File: src/rtl/mem_rd_arbiter.sv
// Round-robin arbiter sharing the bridge read channel between icache and dcache,
// with a pass-through write channel that blocks reads to the line being written.
module mem_rd_arbiter #(
    parameter int LINE_WIDTH        = 256,
    parameter int LINE_OFFSET_WIDTH = 5
) (
    input  logic                  clk,
    input  logic                  resetn,

    input  logic                  i_rd_req,
    input  logic [2:0]            i_rd_type,
    input  logic [31:0]           i_rd_addr,
    output logic                  i_rd_rdy,
    output logic                  i_ret_valid,
    output logic                  i_ret_last,
    output logic [31:0]           i_ret_data,

    input  logic                  d_rd_req,
    input  logic [2:0]            d_rd_type,
    input  logic [31:0]           d_rd_addr,
    output logic                  d_rd_rdy,
    output logic                  d_ret_valid,
    output logic                  d_ret_last,
    output logic [31:0]           d_ret_data,

    input  logic                  d_wr_req,
    input  logic [2:0]            d_wr_type,
    input  logic [31:0]           d_wr_addr,
    input  logic [3:0]            d_wr_wstrb,
    input  logic [LINE_WIDTH-1:0] d_wr_data,
    output logic                  d_wr_rdy,

    output logic                  mem_rd_req,
    output logic [2:0]            mem_rd_type,
    output logic [31:0]           mem_rd_addr,
    output logic                  mem_rd_id,
    input  logic                  mem_rd_rdy,
    input  logic                  mem_ret_valid,
    input  logic                  mem_ret_last,
    input  logic [31:0]           mem_ret_data,

    output logic                  mem_wr_req,
    output logic [2:0]            mem_wr_type,
    output logic [31:0]           mem_wr_addr,
    output logic [3:0]            mem_wr_wstrb,
    output logic [LINE_WIDTH-1:0] mem_wr_data,
    input  logic                  mem_wr_rdy,
    input  logic                  mem_wr_done,

    output logic [1:0]            rd_state
);

    // Handshakes: a transfer happens in any cycle where req and rdy are both high;
    // the requester holds req and its fields stable until it sees rdy.

    typedef enum logic [1:0] {
        IDLE = 2'd0,
        ADDR = 2'd1,
        DATA = 2'd2
    } rd_state_t;

    rd_state_t   state, state_nxt;
    logic        grant_id;      // 1 = icache, 0 = dcache
    logic        last_grant;
    logic [2:0]  type_reg;
    logic [31:0] addr_reg;
    logic        wr_pending;
    logic [31:0] wr_addr_reg;

    logic        do_grant;
    logic        grant_sel;
    logic        wr_hs;
    logic        i_hazard, d_hazard;
    logic        i_elig, d_elig;

    function automatic logic same_line(input logic [31:0] a, input logic [31:0] b);
        return a[31:LINE_OFFSET_WIDTH] == b[31:LINE_OFFSET_WIDTH];
    endfunction

    assign wr_hs    = d_wr_req & d_wr_rdy;
    // A read may not overtake the write in flight, nor the one being accepted now.
    assign i_hazard = (wr_pending & same_line(i_rd_addr, wr_addr_reg)) |
                      (wr_hs & same_line(i_rd_addr, d_wr_addr));
    assign d_hazard = (wr_pending & same_line(d_rd_addr, wr_addr_reg)) |
                      (wr_hs & same_line(d_rd_addr, d_wr_addr));
    assign i_elig   = i_rd_req & ~i_hazard;
    assign d_elig   = d_rd_req & ~d_hazard;

    always_comb begin
        state_nxt = state;
        do_grant  = 1'b0;
        grant_sel = 1'b0;
        case (state)
            IDLE: begin
                if (i_elig & d_elig) begin
                    do_grant  = 1'b1;
                    grant_sel = ~last_grant;
                end else if (i_elig | d_elig) begin
                    do_grant  = 1'b1;
                    grant_sel = i_elig;
                end
                if (do_grant) state_nxt = ADDR;
            end
            ADDR: if (mem_rd_rdy) state_nxt = DATA;
            DATA: if (mem_ret_valid & mem_ret_last) state_nxt = IDLE;
            default: state_nxt = IDLE;
        endcase
    end

    always_ff @(posedge clk) begin
        if (!resetn) begin
            state       <= IDLE;
            grant_id    <= 1'b0;
            last_grant  <= 1'b1;
            type_reg    <= 3'd0;
            addr_reg    <= 32'd0;
            wr_pending  <= 1'b0;
            wr_addr_reg <= 32'd0;
        end else begin
            state <= state_nxt;
            if (do_grant) begin
                grant_id   <= grant_sel;
                last_grant <= grant_sel;
                type_reg   <= grant_sel ? i_rd_type : d_rd_type;
                addr_reg   <= grant_sel ? i_rd_addr : d_rd_addr;
            end
            if (wr_pending && mem_wr_done) begin
                wr_pending <= 1'b0;
            end else if (wr_hs) begin
                wr_pending  <= 1'b1;
                wr_addr_reg <= d_wr_addr;
            end
        end
    end

    assign rd_state    = state;
    assign mem_rd_req  = (state == ADDR);
    assign mem_rd_type = type_reg;
    assign mem_rd_addr = addr_reg;
    assign mem_rd_id   = grant_id;

    assign i_rd_rdy    = (state == ADDR) & mem_rd_rdy & grant_id;
    assign d_rd_rdy    = (state == ADDR) & mem_rd_rdy & ~grant_id;
    assign i_ret_valid = (state == DATA) & mem_ret_valid & grant_id;
    assign d_ret_valid = (state == DATA) & mem_ret_valid & ~grant_id;
    assign i_ret_last  = (state == DATA) & mem_ret_last & grant_id;
    assign d_ret_last  = (state == DATA) & mem_ret_last & ~grant_id;
    assign i_ret_data  = mem_ret_data;
    assign d_ret_data  = mem_ret_data;

    assign mem_wr_req   = d_wr_req & ~wr_pending;
    assign d_wr_rdy     = mem_wr_rdy & ~wr_pending;
    assign mem_wr_type  = d_wr_type;
    assign mem_wr_addr  = d_wr_addr;
    assign mem_wr_wstrb = d_wr_wstrb;
    assign mem_wr_data  = d_wr_data;

endmodule

File: config.mk
export PLATFORM = sky130hd
export DESIGN_NAME = mem_rd_arbiter
export DESIGN_NICKNAME = d
export VERILOG_FILES = /design/src/rtl/mem_rd_arbiter.sv
export SDC_FILE = /design/constraint.sdc
export NUM_CORES = 1
export LEC_CHECK = 0
export ABC_AREA = 0
export CAP_MARGIN = 20
export CORE_AREA = 2 2 314 316
export CTS_CLUSTER_DIAMETER = 30
export DETAILED_ROUTE_END_ITERATION = 8
export DIE_AREA = 0 0 316 318
export PLACE_DENSITY_LB_ADDON = 0.05
export SLEW_MARGIN = 20
export SYNTH_ARGS = -nofsm -noshare
export SYNTH_HDL_FRONTEND = slang
export SYNTH_SLANG_ARGS = --single-unit
File: constraint.sdc
create_clock -name clk -period 2.2 [get_ports clk]
set_clock_uncertainty 0.15 [all_clocks]
set_input_delay 0.44 -clock clk [delete_from_list [all_inputs] [get_ports clk]]
set_output_delay 0.44 -clock clk [all_outputs]
set_load 0.02 [all_outputs]
# Word-level counts from Yosys, hierarchy flattened
# Cells that the tools add are included.
[totals] wordCells=64 ff_bits=72
[op_classes] bitwise_logic=30 n_reduce_logical=5 eq_ne=9 mux=13
[ops] op="27-bit == test" n=4
[ops] op="32-bit two-way mux" n=1
[ops] op="1-bit bitwise AND" n=20
[ops] op="1-bit two-way mux" n=7
[ops] op="1-bit NOT" n=7
[ops] op="2-bit two-way mux" n=3
[ops] op="2-bit one-hot mux with 3 select lines" n=1
[ops] op="2-bit inequality test, second input constant" n=2
[ops] op="3-bit two-way mux" n=1
[ops] op="1-bit bitwise OR" n=3
[ops] op="3-bit AND reduction" n=1
[ops] op="2-bit by 1-bit == test with 1-bit output, second input constant" n=1
[ops] op="2-bit == test, second input constant" n=1
[ops] op="2-bit zero test" n=1
[ops] op="2-bit by 1-bit inequality test with 1-bit output, second input constant" n=1
[ops] op="2-bit AND reduction" n=1
[ops] op="2-bit OR reduction" n=1
[ops] op="1-bit logical AND" n=1

# Longest topological paths before layout
# Gate-level depths: netlist of run 1.
[depth] word_depth=13 ltp_mapped=9 depth_no_buf=7

# Least setup slack after synthesis of run 1
# OpenSTA, ideal clock, no wires.
[synth_timing] path_type="input-to-reg" start="in d_rd_addr[10]" end="reg addr_reg[20], in the netlist mem_rd_addr[20]" arrival_time_ns=2.022 setup_time_ns=0.126 required_time_ns=1.924 cell_stages=8 setup_slack_ns=-0.097 path_cell_list="xnor2_1 > nand4_1 > or4_4 > o221ai_4 > o2bb2ai_4 > buf_2 > o21ai_1 > a31oi_1"
[synth_between] elab_chain_cells=10 elab_cells_between_ends=17
[synth_lines] item="start, declared" line="20" rtl="input logic [31:0] d_rd_addr,"
[synth_lines] item="27-bit == test" line="77" rtl="return a[31:LINE_OFFSET_WIDTH] == b[31:LINE_OFFSET_WIDTH];"
[synth_lines] item="1-bit bitwise AND, on equally long branches" line="84, 85"
[synth_lines] item="1-bit bitwise OR (*)" line="84" rtl="assign d_hazard = (wr_pending & same_line(d_rd_addr, wr_addr_reg)) |"
[synth_lines] item="1-bit NOT (*)" line="87" rtl="assign d_elig = d_rd_req & ~d_hazard;"
[synth_lines] item="1-bit bitwise AND (*)" line="87"
[synth_lines] item="1-bit bitwise OR" line="98" rtl="end else if (i_elig | d_elig) begin"
[synth_lines] item="1-bit two-way mux" line="98"
[synth_lines] item="1-bit two-way mux" line="95" rtl="if (i_elig & d_elig) begin"
[synth_lines] item="1-bit two-way mux" line="93" rtl="case (state)"
[synth_lines] item="32-bit two-way mux / 1-bit two-way mux (equally long branches)" line="125, 93"
[synth_lines] item="end signal, assigned" line="125" rtl="addr_reg <= grant_sel ? i_rd_addr : d_rd_addr;"
[synth_lines] item="end, declared" line="66" rtl="logic [31:0] addr_reg;"
# Mark *: on every way between the ends. The rest lies on a longest branch, timed or not. The select of a mux whose other input is x is not followed.
# A chain may end at the register's enable or synchronous reset.

# Worst setup path after layout of run 1
[layout_timing] start="reg wr_addr_reg[15]" end="reg addr_reg[18], in the netlist mem_rd_addr[18]"
[layout_between] elab_chain_cells=10 elab_cells_between_ends=20
[layout_lines] item="start, declared" line="68" rtl="logic [31:0] wr_addr_reg;"
[layout_lines] item="start signal, assigned" line="131" rtl="wr_addr_reg <= d_wr_addr;"
[layout_lines] item="27-bit == test" line="77"
[layout_lines] item="1-bit bitwise AND, on equally long branches" line="82, 84"
[layout_lines] item="1-bit bitwise OR, on equally long branches" line="82, 84"
[layout_lines] item="1-bit NOT, on equally long branches" line="86, 87"
[layout_lines] item="1-bit bitwise AND, on equally long branches" line="86, 87"
[layout_lines] item="1-bit bitwise OR" line="98"
[layout_lines] item="1-bit two-way mux" line="98"
[layout_lines] item="1-bit two-way mux" line="95"
[layout_lines] item="1-bit two-way mux" line="93"
[layout_lines] item="32-bit two-way mux / 1-bit two-way mux (equally long branches)" line="125, 93"
# Parallel ways exist; a longest one is shown, timed or not. The select of a mux whose other input is x is not followed.

==> results.md, run 1 <==
- Seq. cell area: 1360 sq um
- Slew at the pin with the worst max-slew slack: 0.515 ns
- Fillers: 11,200
- Routed wire length: 51,300 microns
- Vias per cell: 2.68
- Ratio of cells with drive above 1 in the final layout: 40.0%
- Hold Path Class: in -> reg
- Min-delay src: d_rd_addr[20]
- Share of power burned in registers: 26.9%
- FP Rows: 115
- Vias: 5,679
- Largest register FFs: 32
- # IOs: 813
- Minimum clock period: 2.63 ns
- Max-slew violations: 0
- Post-Synthesis Cell Area: 6940 sq um
- TritonRoute pass-1 iters: 4
- # setup viols final: 38
- Synthesized flop and latch total: 67
- Layout net count: 1,233
- Non-filler instance count after layout: 2,121
- DRC: 0
- CTS sink cnt: 67
- WS Path Type: reg -> reg
- Power Internal: 0.00322 W
- RSZ-0062 raised after global routing: yes
- Area of the multi-input gates: 3460 sq um
- Sw power: 0.00212 W
- Dpl cell area: 8750 sq um
- Total GRT Usage: 9.93%
- Setup TNS: -14.55 ns
- DRT antenna net count: 0
- Yosys cell types: 37
- Failing checks: setup timing
- DIE AREA: 100,000 sq um
- Yosys top cell area share: 39.5%
- Clk network pwr share: 29.4%
- Crit Path Max Fanout: 6
- Area Overhead vs Synth: 47.0%
- CTS HTree Levels: 3
- Clock slew at reported path FFs: 0.07 ns
- Detail Placement HPWL: 39,000 microns
- Clock buffer depth: 2
- Initial Util: 7.13%
- Final hold vios: 0
- First-pass GRT wire length: 64,800 microns
- Number of buffers created by CTS: 9
- Pre-CTS WS: -1.42 ns
- Sequential-to-total area share from yosys stat: 19.3%
- Fin area: 10,200 sq um
- Warnings from Yosys: 0
- DRT iter0 DRCs: 190
- Period utilisation layout: 119%
- Start point of the critical path: wr_addr_reg[15]$_SDFFE_PN0P_
- Remaining Overflow, GRT: 0
- Post-Synthesis Cells: 861
- Clk_lat worst skew: 0.39 ns
- FF-to-FF Start: wr_addr_reg[15]$_SDFFE_PN0P_
- Die Ht: 318 microns
- Dpl cells: 2,080
- Crit start category: register
- Comb pwr share: 43.7%
- Worst rel slew slack: 65.7%
- Status: finished, violations left
- Cell taking the most area after synthesis: buf_4
- Core box area: 97,400 sq um
- CTS tree: yes
- Syn_nets: 1,268
- I/O Buffers: 180
- Vias in the first global route: 6,331
- GPL Wtd Cong: 0.664
- Fmax: 381 MHz
- Post-route setup slack: -0.425 ns
- Main area contributors after synthesis: buf_4, dfxtp_1, xnor2_1
- Pwr/cell area: 523 nW/um^2
- CTS Root Buffer Type: clkbuf_16
- DR WL/cell: 24.2 microns
- Maximum VDD drop: 0.283 mV
- Crit. End Element: register
- LEAKAGE: 3.62 nW
- Max-cap viol count: 0
- Die width: 316 microns
- Largest net degree at the start of global routing: 36
- Switching share of total power: 39.7%
- Initial antenna violation count: 10
- Syn Area/Cell: 8.06 sq um
- Critical path arrival: 2.75 ns
- Crit path required time: 2.32 ns
==> power by group through the flow <==
stage                     clock network [W]  registers [W]  logic, W
after floorplan                           0        0.00153   0.00151
after global placement                    0        0.00146   0.00200
after detailed placement                  0        0.00146   0.00200
after CTS                           0.00169        0.00145   0.00238
after global routing                0.00170        0.00146   0.00250
final                               0.00157        0.00144   0.00233
==> through the flow <==
step	util (%)	power, W	hold slack (ns)
3_5_place_dp	8.98	0.00346	0.351
2_1_floorplan	-	0.00304	0.329
3_3_place_gp	8.98	0.00347	0.343
4_1_cts	10.2	0.00552	0.336
6_report	10.5	0.00534	0.307
5_1_grt	10.5	0.00566	0.311
==> layout by cell type (no fill, tap or decap), drive strengths merged <==
| cell | count |
|---|---|
| nor2 | 3 |
| a31oi | 35 |
| and3b | 1 |
| or2 | 1 |
| a211oi | 1 |
| buf | 188 |
| and2 | 1 |
| nor2b | 5 |
| clkdlybuf4s50 | 86 |
| and3 | 4 |
| or4 | 1 |
| o2bb2ai | 1 |
| dfxtp | 67 |
| o22ai | 1 |
| clkdlybuf4s15 | 8 |
| nand3 | 2 |
| nand2 | 58 |
| dlygate4sd2 | 52 |
| o21ai | 70 |
| diode | 3 |
| clkbuf | 21 |
| clkinv | 2 |
| nor4 | 15 |
| nand4 | 17 |
| o2111ai | 35 |
| o21a | 1 |
| xnor2 | 57 |
| nor3 | 1 |
| inv | 3 |
| a21boi | 29 |
| nand3b | 1 |
| dlymetal6s2s | 9 |
| xor2 | 51 |
| o221ai | 2 |
| nand2b | 1 |
| bufbuf | 1 |
==> what timing repair did <==
action                     4_1_cts  5_1_grt
cloned                          10        4
setup endpoints to repair       60       43
hold endpoints to repair         0        0
hold buffers                     0        0
pin swaps                       42       31
resized for setup              223       57
buffers inserted                14        0
==> worst max-delay path: stages, from the launching register on <==
cell	delay, ns
dfxtp_4	0.37
xnor2_4	0.23
nand4_1	0.18
or4_4	0.57
o221ai_4	0.26
buf_6	0.15
buf_6	0.09
nor2_4	0.05
buf_12	0.15
buf_6	0.12
o21ai_2	0.09
a31oi_1	0.08
==> cells in the mapped netlist (all sizes together) <==
cell type  count
nor4          15
o221ai         2
o2111ai       35
or2            1
inv            3
nor2           3
a21boi        29
nand3b         1
o2bb2ai        1
nand2         58
nor2b          5
and2           1
clkbuf        17
nand4         17
xor2          51
nand3          2
o21a           1
nor3           1
and3b          1
o21ai         70
nand2b         1
o22ai          1
buf          380
a31oi         35
a211oi         1
and3           4
xnor2         57
or4            1
dfxtp         67
==> final timing paths <==
check	end	slack, ns	depth (start not counted)
max reg2reg	mem_rd_addr[18]$_SDFFE_PN0P_	-0.43	11
max	mem_rd_addr[18]$_SDFFE_PN0P_	-0.43	11
min reg2reg	wr_addr_reg[6]$_SDFFE_PN0P_	0.36	2
min	mem_rd_addr[20]$_SDFFE_PN0P_	0.31	3
==> metal layers <==
metal	track usage, %	up-vias	wire length, microns
li1	-	2508	-
met4	4.62	8	2210
met2	15.8	329	23900
met3	3.44	159	3930
met5	0	-	51
met1	11.9	2675	21200
==> layout make-up <==
class                           count  area share [%]
Timing Repair Buffer              351            34.2
Multi-Input combinational cell    394            33.9
Tap cell                         1287            15.8
Sequential cell                    67            13.3
Clock buffer                       14            2.59
Inverter                            3           0.110
Clock inverter                      2          0.0981
Antenna cell                        3          0.0735
==> cells by family after synthesis <==
| logic type | share of synthesized area [%] |
|---|---|
| DFF | 19.3 |
| AOI/OAI and AO/OA | 17.2 |
| and+or+nand+nor | 8.11 |
| xor gates and xnor gates | 13.6 |
| buffers and inverters | 41.7 |
No activity file was read; power rests on OpenSTA's default activity.
==> run 2, diff against run 1 <==
--- a/config.mk
+++ b/config.mk
@@ -12,6 +12,7 @@
 export DETAILED_ROUTE_END_ITERATION = 8
 export DIE_AREA = 0 0 316 318
 export PLACE_DENSITY_LB_ADDON = 0.05
+export SETUP_SLACK_MARGIN = 0.5
 export SLEW_MARGIN = 20
 export SYNTH_ARGS = -nofsm -noshare
 export SYNTH_HDL_FRONTEND = slang
==> constraint.sdc (replaced) <==
create_clock -name clk -period 2.2 [get_ports clk]
set_clock_uncertainty 0.15 [all_clocks]
set_input_delay 0.33 -clock clk [delete_from_list [all_inputs] [get_ports clk]]
set_output_delay 0.33 -clock clk [all_outputs]
set_load 0.02 [all_outputs]
==> run 2 against run 1 <==
Against the previous run: fmax is 2.0% lower; global-route usage is 0.45 points lower; the run still ends with setup timing left; non-clock buffer count is 14 higher; count of clock-buffer cells in the layout is 5 lower; final cell count is 0.61% higher.
==> results.md, run 2 (synthesis gave the netlist of run 1 again) <==
- Status: finished, violations left
- Failing checks: setup timing
- TritonRoute pass-1 iters: 4
- Crit Path Max Fanout: 16
- Area Overhead vs Synth: 44.2%
- Maximum VDD drop: 0.328 mV
- FF-to-FF Start: wr_addr_reg[16]$_SDFFE_PN0P_
- Minimum clock period: 2.68 ns
- Initial Util: 7.13%
- Post-route setup slack: -0.479 ns
- FP Rows: 115
- CTS HTree Levels: 3
- Worst rel slew slack: 69.1%
- Largest net degree at the start of global routing: 68
- Power, Total: 0.00555 W
- WHS Path Cells: 3
- Fillers: 11,200
- Cell Chain, Critical Path: clkdlybuf4s50_1 -> xnor2_1 -> nand4_1 -> or4_4 -> o221ai_4 -> buf_12 -> o2bb2ai_4 -> buf_12 -> buf_16 -> o22ai_2 -> and2_1
- Pre-CTS WS: -1.29 ns
- Crit. End Element: register
- # IOs: 813
- Clock slew at reported path FFs: 0.08 ns
- Detail Placement HPWL: 38,600 microns
- Worst path slowest cell: or4_4
- DRC: 0
- Crit start category: primary input
- DIE AREA: 100,000 sq um
- CTS sink cnt: 67
- WS Path Type: in -> reg
- Dpl cells: 2,094
- Non-filler instance count after layout: 2,134
- Clk_lat worst skew: 0.39 ns
- Hold EP: mem_rd_addr[12]$_SDFFE_PN0P_
- Ratio of cells with drive above 1 in the final layout: 38.6%
- LEAKAGE: 3.63 nW
- GPL Wtd Cong: 0.652
- First-pass GRT wire length: 62,400 microns
- Max-cap viol count: 0
- Pwr/cell area: 554 nW/um^2
- WHS: 0.202 ns
- Most frequent cells in the layout: buf_4, dlygate4sd2_1, clkdlybuf4s50_1
- Final hold vios: 0
- DR WL/cell: 22.7 microns
- Die width: 316 microns
- Layout net count: 1,247
- Slew at the pin with the worst max-slew slack: 0.459 ns
- Period utilisation layout: 122%
- Most frequent CP cell: buf_12
- R2R Path End: mem_rd_id$_SDFFE_PN0P_
- Vias per cell: 2.69
- Initial antenna violation count: 14
- Total GRT Usage: 9.48%
- Crit path required time: 2.39 ns
- I/O Buffers: 180
- Vias: 5,738
- Hold Path Class: in -> reg
- Die Ht: 318 microns
- DRT iter0 DRCs: 161
- RSZ-0062 raised after global routing: yes
- DRT antenna net count: 0
- Clock buffer depth: 2
- Vias in the first global route: 6,407
- Routed wire length: 48,400 microns
- CTS Hold Buffers Added: 0
- # setup viols final: 38
- Min-delay src: d_rd_addr[12]
- Critical path arrival: 2.87 ns
- Largest register FFs: 32
- R2R setup slack: -0.47 ns
- R2R cell count: 10
- Commonest non-fill, non-tap cell in the layout: buf_4
- Largest stage delay, worst path: 0.58 ns
- Remaining Overflow, GRT: 0
- Max-slew violations: 0
- CTS tree: yes
- Core box area: 97,400 sq um
- Fmax: 373 MHz
- CTS Root Buffer Type: clkbuf_16
- Number of buffers created by CTS: 9
-- run 2: cell types whose count changed in the layout (fill, tap and decap cells not counted), sizes merged --
cell           delta
diode             -1
clkinv            -1
clkinvlp          +2
dlygate4sd2      +16
clkbuf           -10
buf              +24
clkdlybuf4s15     +3
dlymetal6s2s      -3
clkdlybuf4s50    -20
bufbuf            -1
bufinv            +4
-- run 2: layout make-up --
cell class	count	area [sq um]	share of cell area [%]
Inverter	3	11.3	0.112
Antenna cell	2	5.00	0.0500
Timing Repair Buffer	365	3480	34.7
Tap cell	1287	1610	16.1
Multi-Input combinational cell	394	3180	31.8
Clock inverter	7	140	1.40
Clock buffer	9	225	2.25
Sequential cell	67	1360	13.6
-- run 2: repair_timing --
action | CTS | global route
endpoints found under the setup margin | 132 | 78
resized for setup | 232 | 70
buffers inserted | 14 | 4
gates cloned | 4 | 0
pin swaps | 13 | 14
-- run 2: critical path: cells and delay by family --
kind | cells | cell delay (ns)
buffers and inverters | 4 | 0.91
AND/OR/NAND/NOR | 3 | 0.83
AO/OA/AOI/OAI | 3 | 0.53
XOR/XNOR | 1 | 0.25
-- run 2: worst max path at each step --
stage	startpoint	end	slack, ns
floorplan	d_rd_addr[24]	mem_rd_addr[14]$_SDFFE_PN0P_	0.02
global placement	i_rd_addr[16]	mem_rd_addr[1]$_SDFFE_PN0P_	-1.24
detailed placement	d_rd_addr[23]	mem_rd_addr[4]$_SDFFE_PN0P_	-1.29
CTS	wr_addr_reg[9]$_SDFFE_PN0P_	mem_rd_id$_SDFFE_PN0P_	-0.53
global route	wr_addr_reg[9]$_SDFFE_PN0P_	mem_rd_id$_SDFFE_PN0P_	-0.55
finish	d_rd_addr[26]	mem_rd_id$_SDFFE_PN0P_	-0.48
-- run 2: metrics by stage --
step	utilization (%)	instance area [sq um]	setup TNS, ns
floorplan	-	7010	0
global placement	9.11	8880	-45.06
detailed placement	9.11	8880	-47.17
CTS	9.95	9690	-18.71
global route	10.3	10000	-19.92
finish	10.3	10000	-16.63
-- run 2: per-layer routing --
layer / part of all wire, % / wire [microns] / GRT usage (%)
met2: 46 / 22300 / 15.2
met4: 4.8 / 2300 / 5.11
met5: 0.18 / 86 / 0
met1: 41 / 19700 / 10.9
met3: 8.2 / 3960 / 3.44
-- run 2: report_power, final --
| part | total (W) | switching [W] | internal [W] |
|---|---|---|---|
| sequential | 0.00143 | 0.0000973 | 0.00133 |
| combinational | 0.00212 | 0.00116 | 0.000960 |
| clock | 0.00199 | 0.000772 | 0.00122 |
| total | 0.00555 | 0.00203 | 0.00351 |
